<file path="config.mk">
export PLATFORM = sky130hd
export DESIGN_NAME = rat_io_hub
export DESIGN_NICKNAME = d
export VERILOG_FILES = /design/src/rtl/rat_io_pkg.sv /design/src/rtl/io_sync.sv /design/src/rtl/rat_io_hub.sv
export SDC_FILE = /design/constraint.sdc
export NUM_CORES = 1
export LEC_CHECK = 0
export ABC_AREA = 0
export ABC_CLOCK_PERIOD_IN_PS = 1700
export CORE_MARGIN = 2
export CORE_UTILIZATION = 45
export DETAILED_ROUTE_END_ITERATION = 16
export GPL_ROUTABILITY_DRIVEN = 0
export PLACE_DENSITY = 0.81
export SKIP_CTS_REPAIR_TIMING = 1
export SYNTH_ARGS = -nofsm -noshare
export SYNTH_HDL_FRONTEND = slang
export SYNTH_HIERARCHICAL = 1
export SYNTH_SLANG_ARGS = --single-unit
</file>
<file path="constraint.sdc">
create_clock -name CLK -period 1.7 [get_ports CLK]
set_input_delay 0.255 -clock CLK [delete_from_list [all_inputs] [get_ports CLK]]
set_output_delay 0.255 -clock CLK [all_outputs]
set_load 0.02 [all_outputs]
</file>
<file path="src/rtl/rat_io_pkg.sv">
// Shared definitions for the RAT MCU I/O hub: the byte type, default port IDs and a window-overlap helper.
package rat_io_pkg;

  typedef logic [7:0] io_byte_t;

  localparam io_byte_t SWITCHES_ID = 8'h20;
  localparam io_byte_t LEDS_ID     = 8'h40;
  localparam io_byte_t SSEG_ID     = 8'h41;
  localparam io_byte_t IRQ_PEND_ID = 8'hF0;
  localparam io_byte_t IRQ_MASK_ID = 8'hF1;

  // True when the half-open windows [a, a+na) and [b, b+nb) share any address.
  function automatic logic windows_overlap(input int a, input int na, input int b, input int nb);
    return (a < b + nb) && (b < a + na);
  endfunction

endpackage

</file>
<file path="src/rtl/io_sync.sv">
// Plain multi-flop synchroniser chain for asynchronous inputs; every stage clears on reset.
module io_sync #(
  parameter int WIDTH  = 8,
  parameter int STAGES = 2
) (
  input  logic             i_clk,
  input  logic             i_rst_n,
  input  logic [WIDTH-1:0] i_async,
  output logic [WIDTH-1:0] o_sync
);

  logic [WIDTH-1:0] r_stage [STAGES];

  always_ff @(posedge i_clk or negedge i_rst_n) begin
    if (!i_rst_n) begin
      for (int i = 0; i < STAGES; i++) r_stage[i] <= '0;
    end else begin
      r_stage[0] <= i_async;
      for (int i = 1; i < STAGES; i++) r_stage[i] <= r_stage[i-1];
    end
  end

  assign o_sync = r_stage[STAGES-1];

endmodule

</file>
<file path="src/rtl/rat_io_hub.sv">
// RAT MCU port-bus I/O hub: synchronised input ports, port-mapped output registers and a
// maskable edge-triggered interrupt controller with pending (W1C) and mask registers.
module rat_io_hub
  import rat_io_pkg::*;
#(
  parameter int       NUM_IN      = 4,
  parameter int       NUM_OUT     = 4,
  parameter int       NUM_IRQ     = 4,
  parameter io_byte_t IN_BASE     = SWITCHES_ID,
  parameter io_byte_t OUT_BASE    = LEDS_ID,
  parameter io_byte_t IRQ_BASE    = IRQ_PEND_ID,
  parameter int       SYNC_STAGES = 2
) (
  input  logic                 CLK,
  input  logic                 RST_N,
  input  logic [7:0]           PORT_ID,
  input  logic [7:0]           OUT_PORT,
  input  logic                 IO_STRB,
  output logic [7:0]           IN_PORT,
  input  logic [NUM_IN*8-1:0]  IN_DATA,
  output logic [NUM_OUT*8-1:0] OUT_DATA,
  input  logic [NUM_IRQ-1:0]   IRQ_SRC,
  output logic                 INTERRUPT
);

  localparam int       IN_LO         = int'(IN_BASE);
  localparam int       OUT_LO        = int'(OUT_BASE);
  localparam int       IRQ_LO        = int'(IRQ_BASE);
  localparam io_byte_t IRQ_MASK_ADDR = 8'(IRQ_LO + 1);

  if (NUM_IN < 1 || NUM_IN > 16 || NUM_OUT < 1 || NUM_OUT > 16 ||
      NUM_IRQ < 1 || NUM_IRQ > 8 || SYNC_STAGES < 2 || SYNC_STAGES > 4) begin : g_bad_param
    $fatal(1, "rat_io_hub: parameter out of legal range");
  end
  if (IN_LO + NUM_IN > 256 || OUT_LO + NUM_OUT > 256 || IRQ_LO + 2 > 256) begin : g_bad_fit
    $fatal(1, "rat_io_hub: address window exceeds 8'hFF");
  end
  if (windows_overlap(IN_LO, NUM_IN, OUT_LO, NUM_OUT) ||
      windows_overlap(IN_LO, NUM_IN, IRQ_LO, 2) ||
      windows_overlap(OUT_LO, NUM_OUT, IRQ_LO, 2)) begin : g_bad_overlap
    $fatal(1, "rat_io_hub: address windows overlap");
  end

  logic [NUM_IN*8-1:0] w_in_sync;
  logic [NUM_IRQ-1:0]  w_irq_sync;
  logic [NUM_IRQ-1:0]  w_rise;
  logic [NUM_IRQ-1:0]  w_w1c;
  logic                w_pend_wr;
  logic                w_mask_wr;
  io_byte_t            w_rd_data;

  logic [NUM_IRQ-1:0]  r_irq_hist;
  logic [NUM_IRQ-1:0]  r_pending;
  logic [NUM_IRQ-1:0]  r_mask;
  logic                r_interrupt;

  io_sync #(.WIDTH(NUM_IN*8), .STAGES(SYNC_STAGES)) u_in_sync (
    .i_clk   (CLK),
    .i_rst_n (RST_N),
    .i_async (IN_DATA),
    .o_sync  (w_in_sync)
  );

  io_sync #(.WIDTH(NUM_IRQ), .STAGES(SYNC_STAGES)) u_irq_sync (
    .i_clk   (CLK),
    .i_rst_n (RST_N),
    .i_async (IRQ_SRC),
    .o_sync  (w_irq_sync)
  );

  for (genvar gi = 0; gi < NUM_OUT; gi++) begin : g_out
    localparam io_byte_t ADDR = 8'(OUT_LO + gi);
    io_byte_t r_out;

    always_ff @(posedge CLK or negedge RST_N) begin
      if (!RST_N)                         r_out <= '0;
      else if (IO_STRB && PORT_ID == ADDR) r_out <= OUT_PORT;
    end

    assign OUT_DATA[gi*8 +: 8] = r_out;
  end

  // History clears on reset, so a source already high at release yields one rising edge.
  assign w_rise    = w_irq_sync & ~r_irq_hist;
  assign w_pend_wr = IO_STRB && (PORT_ID == IRQ_BASE);
  assign w_mask_wr = IO_STRB && (PORT_ID == IRQ_MASK_ADDR);
  assign w_w1c     = {NUM_IRQ{w_pend_wr}} & OUT_PORT[NUM_IRQ-1:0];

  always_ff @(posedge CLK or negedge RST_N) begin
    if (!RST_N) begin
      r_irq_hist  <= '0;
      r_pending   <= '0;
      r_mask      <= '0;
      r_interrupt <= 1'b0;
    end else begin
      r_irq_hist  <= w_irq_sync;
      r_pending   <= w_rise | (r_pending & ~w_w1c);
      if (w_mask_wr) r_mask <= OUT_PORT[NUM_IRQ-1:0];
      r_interrupt <= |(r_pending & r_mask);
    end
  end

  always_comb begin
    w_rd_data = '0;
    for (int i = 0; i < NUM_IN; i++) begin
      if (PORT_ID == 8'(IN_LO + i)) w_rd_data = w_in_sync[i*8 +: 8];
    end
    if (PORT_ID == IRQ_BASE)      w_rd_data[NUM_IRQ-1:0] = r_pending;
    if (PORT_ID == IRQ_MASK_ADDR) w_rd_data[NUM_IRQ-1:0] = r_mask;
  end

  assign IN_PORT   = w_rd_data;
  assign INTERRUPT = r_interrupt;

endmodule

</file>
==> results of run 1 <==
metrics by stage:
step	area [um2]	cells	worst slack, ns	setup TNS [ns]	total power, uW
final	6160	507	-0.373	-1.80	7060
after global routing	6160	507	-0.436	-2.52	7310
after CTS	5920	500	-1.04	-10.86	7090
after detailed placement	5320	468	-1.01	-29.91	3540
after global placement	5320	468	-0.954	-26.79	3520
after floorplan	4240	268	0.0202	0	3230
layout make-up:
class	instances	area share (%)
sequential	117	47.5
clock buffer	17	6.72
inverter	5	0.304
tap	111	2.25
multi-input combinational	103	17.2
clock inverter	15	2.94
timing repair buffer	139	23.1
routing by layer:
metal  up-vias  global-route usage (%)
met5         -                       0
met3        17                    5.20
met4         0                    7.27
li1       1132                       -
met1      1270                    21.2
met2        89                    30.1
registers in the layout, summed over array words and instances, names as in the netlist:
name                count
g_out.r_out            32
u_in_sync/o_sync       32
u_in_sync/r_stage      32
r_irq_hist              4
r_mask                  4
r_pending               4
u_irq_sync/o_sync       4
u_irq_sync/r_stage      4
INTERRUPT               1
cells in the mapped netlist (3+ instances only):
library cell	instances	area share [%]
nand3b_1	3	0.54
mux2i_1	3	0.71
mux2_4	8	2.9
inv_1	5	0.45
nor3_1	4	0.48
and2_1	4	0.59
nand2_1	7	0.62
a22o_1	4	0.83
mux4_2	4	2.1
buf_4	36	6.4
mux2_2	28	7.5
a22oi_1	5	0.89
o21ai_0	6	0.71
clkbuf_1	3	0.27
dfrtp_1	117	70
nor2_1	4	0.36
kinds of logic (layout without fill, tap and decap cells):
| group | Yosys count | count (layout) | synth area share (%) |
|---|---|---|---|
| AND/OR/NAND/NOR | 38 | 38 | 5.68 |
| buffers and inverters | 48 | 176 | 7.73 |
| AO/OA/AOI/OAI | 22 | 22 | 3.84 |
| multiplexers | 43 | 43 | 13.2 |
| flip-flops | 117 | 117 | 69.6 |
worst paths after layout:
| path | to | slack, ns | cells past startpoint |
|---|---|---|---|
| max | IN_PORT[2] | -0.37 | 6 |
| min | u_in_sync/r_stage[54] | 0.18 | 1 |
| max reg2reg | r_mask[2] | 0.79 | 2 |
| min reg2reg | u_in_sync/o_sync[13] | 0.35 | 0 |
| max in group asynchronous | r_pending[0] | 0.91 | 3 |
| min in group asynchronous | u_in_sync/o_sync[5] | 0.20 | 2 |
power groups by stage:
stage / Clock (uW) / Combinational, uW / Sequential [uW]
detailed placement: 0 / 515 / 3020
floorplan: 0 / 174 / 3060
CTS: 3600 / 521 / 2970
global route: 3740 / 580 / 2980
global placement: 0 / 503 / 3020
finish: 3550 / 538 / 2970
worst max-delay path: cells and delay by family:
| family | cells | cell delay, ns |
|---|---|---|
| AND/OR/NAND/NOR | 2 | 0.89 |
| buffers and inverters | 3 | 0.48 |
| AO/OA/AOI/OAI | 1 | 0.20 |
==> metrics.txt, run 1 <==
# TYPE chip_impl_metric gauge
chip_impl_metric{name="io_buffer_count",unit=""} 95
chip_impl_metric{name="die_width",unit="um"} 101
chip_impl_metric{name="ys_warn_count",unit=""} 6
chip_impl_metric{name="post_synth_edffs",unit=""} 0
chip_impl_metric{name="utilization",unit="%"} 67.4
chip_impl_metric{name="iteration_0_drc_count_of_the_detailed_router",unit=""} 50
chip_impl_metric{name="clock_power_share",unit="%"} 50.3
chip_impl_metric{name="vdd_drop_max",unit="mV"} 0.850
chip_impl_metric{name="synth_async_sr_flop_share",unit="%"} 100
chip_impl_metric{name="antenna_cells",unit=""} 0
chip_impl_info{name="outcome",value="finished with violations"} 1
chip_impl_metric{name="drt_first_pass_iters",unit=""} 5
chip_impl_metric{name="area_of_the_placeable_core",unit="um2"} 9150
chip_impl_metric{name="finalSetupViolations",unit=""} 8
chip_impl_metric{name="postSynthCellCount",unit=""} 268
chip_impl_info{name="root_buffer",value="clkbuf_8"} 1
chip_impl_metric{name="maxSlewViolCount",unit=""} 0
chip_impl_metric{name="vias_per_cell",unit=""} 4.95
chip_impl_metric{name="min_period",unit="ns"} 2.07
chip_impl_metric{name="power.internal",unit="uW"} 5370
chip_impl_metric{name="nets",unit=""} 438
chip_impl_metric{name="floorplan.initialDensity",unit="%"} 46.0
chip_impl_metric{name="clk_pin_slew_worst_paths",unit="ns"} 0.06
chip_impl_info{name="slowest_stage",value="or4b_4"} 1
chip_impl_metric{name="clock_tree.buffer_depth",unit=""} 2
chip_impl_metric{name="final-hold-violation-count",unit=""} 0
chip_impl_metric{name="synth.distinct_cells",unit=""} 36
chip_impl_metric{name="vias_in_the_first_global_route",unit=""} 2623
chip_impl_metric{name="fraction_of_power_spent_switching_nets",unit="%"} 23.9
chip_impl_metric{name="fin_ws",unit="ns"} -0.373
chip_impl_metric{name="number_of_cell_rows",unit=""} 35
chip_impl_info{name="highest_layer",value="met4"} 1
chip_impl_metric{name="holdWs",unit="ns"} 0.177
chip_impl_metric{name="die_span_y",unit="um"} 101
chip_impl_metric{name="timing.critical_path.required",unit="ns"} 1.44
chip_impl_metric{name="wl_per_cell",unit="um"} 17.3
chip_impl_metric{name="critical_path_peak_fanout",unit=""} 3
chip_impl_metric{name="place.detailed.hpwl",unit="mm"} 5.67
chip_impl_metric{name="cts_max_level",unit=""} 4
chip_impl_metric{name="antenna_found_initial",unit=""} 0
chip_impl_metric{name="grt_max_degree",unit=""} 49
chip_impl_metric{name="maxSlewHeadroom",unit="%"} 75.7
chip_impl_metric{name="timing.clock.skew",unit="ns"} 0.00312
chip_impl_info{name="ys.flop_type",value="dfrtp_1"} 1
chip_impl_metric{name="layout-drive-gt1-share",unit="%"} 36.4
chip_impl_metric{name="power_density",unit="nW/um2"} 1140
chip_impl_info{name="setup.worst_path.start",value="PORT_ID[6]"} 1
chip_impl_metric{name="cellLeakagePower",unit="uW"} 0.00341
chip_impl_metric{name="wl_met3",unit="um"} 511
chip_impl_metric{name="avgSynthCellArea",unit="um2"} 15.7
chip_impl_info{name="mostFrequentLayoutCell",value="dfrtp_1"} 1
chip_impl_metric{name="worstSkewPairLatency",unit="ns"} 0.51
chip_impl_metric{name="drv_cap",unit=""} 0
chip_impl_metric{name="met1_length",unit="mm"} 3.47
chip_impl_metric{name="io-pin-count",unit=""} 96
chip_impl_info{name="worstHoldStart",value="IN_DATA[22]"} 1
chip_impl_info{name="worstReg2RegStart",value="r_mask[2]"} 1
chip_impl_metric{name="syn-cell-area",unit="um2"} 4210
chip_impl_metric{name="grt_use_total",unit="%"} 17.8
chip_impl_metric{name="synth.ff_latch_count",unit=""} 117
chip_impl_metric{name="p_sw",unit="uW"} 1680
chip_impl_metric{name="drc",unit=""} 0
chip_impl_metric{name="fp.dieArea",unit="um2"} 10100
chip_impl_info{name="final_cell_mix",value="117 x dfrtp_1, 46 x clkdlybuf4s50_1, 40 x dlymetal6s2s_1, 40 x buf_4, 28 x mux2_2"} 1
chip_impl_info{name="path_cells",value="dlymetal6s2s_1 -> or4b_4 -> buf_6 -> o32a_1 -> nor4_4 -> buf_4"} 1
chip_impl_metric{name="route.vias.total",unit=""} 2508
chip_impl_metric{name="maximum_clock_rate",unit="MHz"} 482
chip_impl_metric{name="data_arrival_time_of_the_worst_path",unit="ns"} 1.82
chip_impl_info{name="critical_path.endpoint_type",value="primary output"} 1
chip_impl_info{name="tritoncts",value="built"} 1
chip_impl_metric{name="remaining_number_of_nets_flagged_by_the_antenna_check_after_routing",unit=""} 0
chip_impl_metric{name="syn_nets",unit=""} 323
chip_impl_metric{name="timing.critical_path.slowest_cell_delay",unit="ns"} 0.61
chip_impl_metric{name="min_period_over_period",unit="%"} 122
chip_impl_metric{name="cts_buffers",unit=""} 17
chip_impl_metric{name="first_pass_grt_wire_length",unit="mm"} 13.2
chip_impl_metric{name="register_share_of_total_power",unit="%"} 42.1
chip_impl_info{name="grt_setup_unrepaired",value="true"} 1
chip_impl_metric{name="max_slew.worst_pin.slew",unit="ns"} 0.365
chip_impl_info{name="worst-setup-path-type",value="input port to primary output"} 1
chip_impl_metric{name="numClockSinks",unit=""} 117
chip_impl_metric{name="share_comb_of_total_power",unit="%"} 7.6
chip_impl_metric{name="seq_area_frac_synth",unit="%"} 69.6
chip_impl_info{name="timing.critical_path.from_type",value="input port"} 1
chip_impl_metric{name="global_route.overflow_total",unit=""} 0
chip_impl_info{name="violations",value="setup timing"} 1
chip_impl_metric{name="fill_cell_count",unit=""} 601
chip_impl_metric{name="met2RoutedLength",unit="mm"} 4.62
chip_impl_metric{name="multi_input_comb_area",unit="um2"} 1060
chip_impl_metric{name="syn_to_final_growth",unit="%"} 46.5
chip_impl_metric{name="register_area",unit="um2"} 2930
chip_impl_metric{name="routed_wirelength",unit="mm"} 8.75
chip_impl_info{name="min_path_type",value="input port to register"} 1
(Power assumes the default switching activity.)
==> run 2: changes to the inputs <==
--- a/config.mk
+++ b/config.mk
@@ -8,10 +8,11 @@
 export ABC_AREA = 0
 export ABC_CLOCK_PERIOD_IN_PS = 1700
 export CORE_MARGIN = 2
-export CORE_UTILIZATION = 45
+export CORE_UTILIZATION = 30
 export DETAILED_ROUTE_END_ITERATION = 16
 export GPL_ROUTABILITY_DRIVEN = 0
-export PLACE_DENSITY = 0.81
+export PLACE_DENSITY = 0.59
+export RECOVER_POWER = 100
 export SKIP_CTS_REPAIR_TIMING = 1
 export SYNTH_ARGS = -nofsm -noshare
 export SYNTH_HDL_FRONTEND = slang
==> run 2 against run 1 <==
The run still ends with setup timing left. Clock-buffer cell count rose by 4. Sequential power barely moved. Fmax rose by 9.3%. Sequential share of layout area fell by 0.087 points. Worst setup slack improved by 0.18 ns. Clock power rose by 3%. Critical path type unchanged. Critical endpoint is now IN_PORT[1]. Highest routed layer unchanged.
==> metrics.txt, run 2 (same netlist as run 1, synthesis figures left out) <==
# TYPE chip_impl_metric gauge
chip_impl_info{name="outcome",value="finished with violations"} 1
chip_impl_info{name="violations",value="setup timing"} 1
chip_impl_metric{name="place.detailed.hpwl",unit="mm"} 6.05
chip_impl_metric{name="data_arrival_time_of_the_worst_path",unit="ns"} 1.64
chip_impl_metric{name="vias_in_the_first_global_route",unit=""} 2568
chip_impl_metric{name="layout-drive-gt1-share",unit="%"} 36.8
chip_impl_metric{name="max_slew.worst_pin.slew",unit="ns"} 0.679
chip_impl_metric{name="cellLeakagePower",unit="uW"} 0.00281
chip_impl_info{name="critical_path.endpoint_type",value="primary output"} 1
chip_impl_metric{name="timing.clock.skew",unit="ns"} 0.00537
chip_impl_metric{name="min_period",unit="ns"} 1.90
chip_impl_metric{name="syn_to_final_growth",unit="%"} 46.7
chip_impl_info{name="min_path_type",value="register to register"} 1
chip_impl_metric{name="maxSlewHeadroom",unit="%"} 54.7
chip_impl_metric{name="first_pass_grt_wire_length",unit="mm"} 13.7
chip_impl_metric{name="io_buffer_count",unit=""} 95
chip_impl_metric{name="drt_first_pass_iters",unit=""} 4
chip_impl_metric{name="utilization",unit="%"} 44.8
chip_impl_metric{name="drv_cap",unit=""} 0
chip_impl_info{name="mostFrequentLayoutCell",value="dfrtp_1"} 1
chip_impl_metric{name="drc",unit=""} 0
chip_impl_metric{name="critical_path_peak_fanout",unit=""} 3
chip_impl_metric{name="fp.dieArea",unit="um2"} 15000
chip_impl_info{name="grt_setup_unrepaired",value="true"} 1
chip_impl_info{name="tritoncts",value="built"} 1
chip_impl_metric{name="number_of_cell_rows",unit=""} 43
chip_impl_metric{name="power",unit="uW"} 7140
chip_impl_metric{name="route.vias.total",unit=""} 2442
chip_impl_metric{name="power_density",unit="nW/um2"} 1160
chip_impl_metric{name="die_width",unit="um"} 122
chip_impl_metric{name="iteration_0_drc_count_of_the_detailed_router",unit=""} 117
chip_impl_metric{name="timing.critical_path.required",unit="ns"} 1.44
chip_impl_metric{name="io-pin-count",unit=""} 96
chip_impl_metric{name="clk_pin_slew_worst_paths",unit="ns"} 0.05
chip_impl_metric{name="slack_of_the_worst_reg_to_reg_path",unit="ns"} 0.78
chip_impl_metric{name="grt_max_degree",unit=""} 50
chip_impl_metric{name="maximum_clock_rate",unit="MHz"} 527
chip_impl_metric{name="antenna_found_initial",unit=""} 0
chip_impl_metric{name="cts_max_level",unit=""} 4
chip_impl_metric{name="vias_per_cell",unit=""} 4.25
chip_impl_metric{name="floorplan.initialDensity",unit="%"} 30.6
chip_impl_info{name="setup.worst_path.start",value="PORT_ID[4]"} 1
chip_impl_metric{name="final-hold-violation-count",unit=""} 0
chip_impl_metric{name="fin_ws",unit="ns"} -0.196
chip_impl_metric{name="maxSlewViolCount",unit=""} 0
chip_impl_metric{name="nets",unit=""} 436
chip_impl_metric{name="grt_use_total",unit="%"} 12.7
chip_impl_metric{name="numClockSinks",unit=""} 117
chip_impl_metric{name="wl_per_cell",unit="um"} 15.0
chip_impl_info{name="final_cell_mix",value="117 x dfrtp_1, 41 x clkdlybuf4s50_1, 37 x dlygate4sd3_1, 32 x buf_4, 28 x mux2_2"} 1
chip_impl_metric{name="remaining_number_of_nets_flagged_by_the_antenna_check_after_routing",unit=""} 0
chip_impl_metric{name="antenna_cells",unit=""} 0
chip_impl_metric{name="cts_buffers",unit=""} 17
chip_impl_info{name="worstReg2RegStart",value="r_mask[2]"} 1
chip_impl_metric{name="routed_wirelength",unit="mm"} 8.61
chip_impl_metric{name="global_route.overflow_total",unit=""} 0
chip_impl_metric{name="die_span_y",unit="um"} 122
chip_impl_metric{name="area_of_the_placeable_core",unit="um2"} 13800
chip_impl_metric{name="finalSetupViolations",unit=""} 8
chip_impl_metric{name="worstSkewPairLatency",unit="ns"} 0.41
chip_impl_metric{name="min_period_over_period",unit="%"} 112
chip_impl_info{name="worstHoldStart",value="u_in_sync/r_stage[42]"} 1
chip_impl_info{name="worst-setup-path-type",value="input port to primary output"} 1
chip_impl_info{name="timing.critical_path.from_type",value="input port"} 1
chip_impl_metric{name="clock_tree.buffer_depth",unit=""} 2
chip_impl_info{name="root_buffer",value="clkbuf_16"} 1
chip_impl_metric{name="vdd_drop_max",unit="mV"} 0.686
run 2: cell count changes in the layout (fill, tap and decap cells not counted), moves of 3 or more:
cell	change
dlygate4sd3_1	+36
buf_4	-8
nor3_4	+3
and2_4	-3
dlymetal6s2s_1	-35
inv_8	-5
inv_6	-4
and2_1	+3
clkinvlp_4	+5
clkdlybuf4s50_1	-5
nor3_2	-3
clkbuf_2	+6
run 2: cell type report:
class                      instances  area [um2]
clock inverter                    11         149
multi-input combinational        103        1070
sequential                       117        2930
tap                              180         225
inverter                           5        18.8
fill                            1274        7600
timing repair buffer             137        1310
clock buffer                      21         470
run 2: final timing paths:
kind,to,depth (start not counted)
setup / recovery,IN_PORT[1],6
hold / removal,u_in_sync/o_sync[10],0
setup reg to reg,INTERRUPT,3
hold reg to reg,u_in_sync/o_sync[10],0
max in group asynchronous,u_in_sync/r_stage[44],3
min in group asynchronous,u_in_sync/r_stage[54],2
run 2: per-stage QoR:
stage	cell area [um2]	worst slack, ns	setup TNS (ns)	cells	hold WS [ns]
floorplan	4240	0.0202	0	268	-0.0406
global placement	5420	-1.03	-30.36	536	0.203
detailed placement	5420	-1.07	-31.98	536	0.208
CTS	6040	-1.07	-15.04	568	-0.241
global route	6180	-0.284	-1.64	574	0.346
finish	6180	-0.196	-1.10	574	0.344
run 2: power breakdown:
group          internal (uW)  leakage, uW  switching (uW)  total [uW]
Sequential              2920      0.00143            50.7        2980
Combinational            280      0.00110             241         520
Clock                   2420     0.000284            1220        3640
Total                   5620      0.00281            1510        7140
run 2: per-layer routing:
metal	part of all wire [%]	global-route usage, %	vias up
met5	0	0	-
met4	2.8	7.69	0
met3	6.0	4.83	22
met2	48	19.6	80
met1	43	14.9	1216
li1	-	-	1124
run 2: critical path, stage by stage:
cell	delay [ns]
buf_6	0.09
or4b_4	0.58
nor2_4	0.17
a22oi_2	0.09
o211ai_1	0.25
buf_4	0.20
==> run 3: changes to the inputs <==
--- a/config.mk
+++ b/config.mk
@@ -5,7 +5,6 @@
 export SDC_FILE = /design/constraint.sdc
 export NUM_CORES = 1
 export LEC_CHECK = 0
-export ABC_AREA = 0
 export ABC_CLOCK_PERIOD_IN_PS = 1700
 export CORE_MARGIN = 2
 export CORE_UTILIZATION = 30
==> results of run 3 <==
No change in the layout: final DEF, timing and power equal those of run 2.
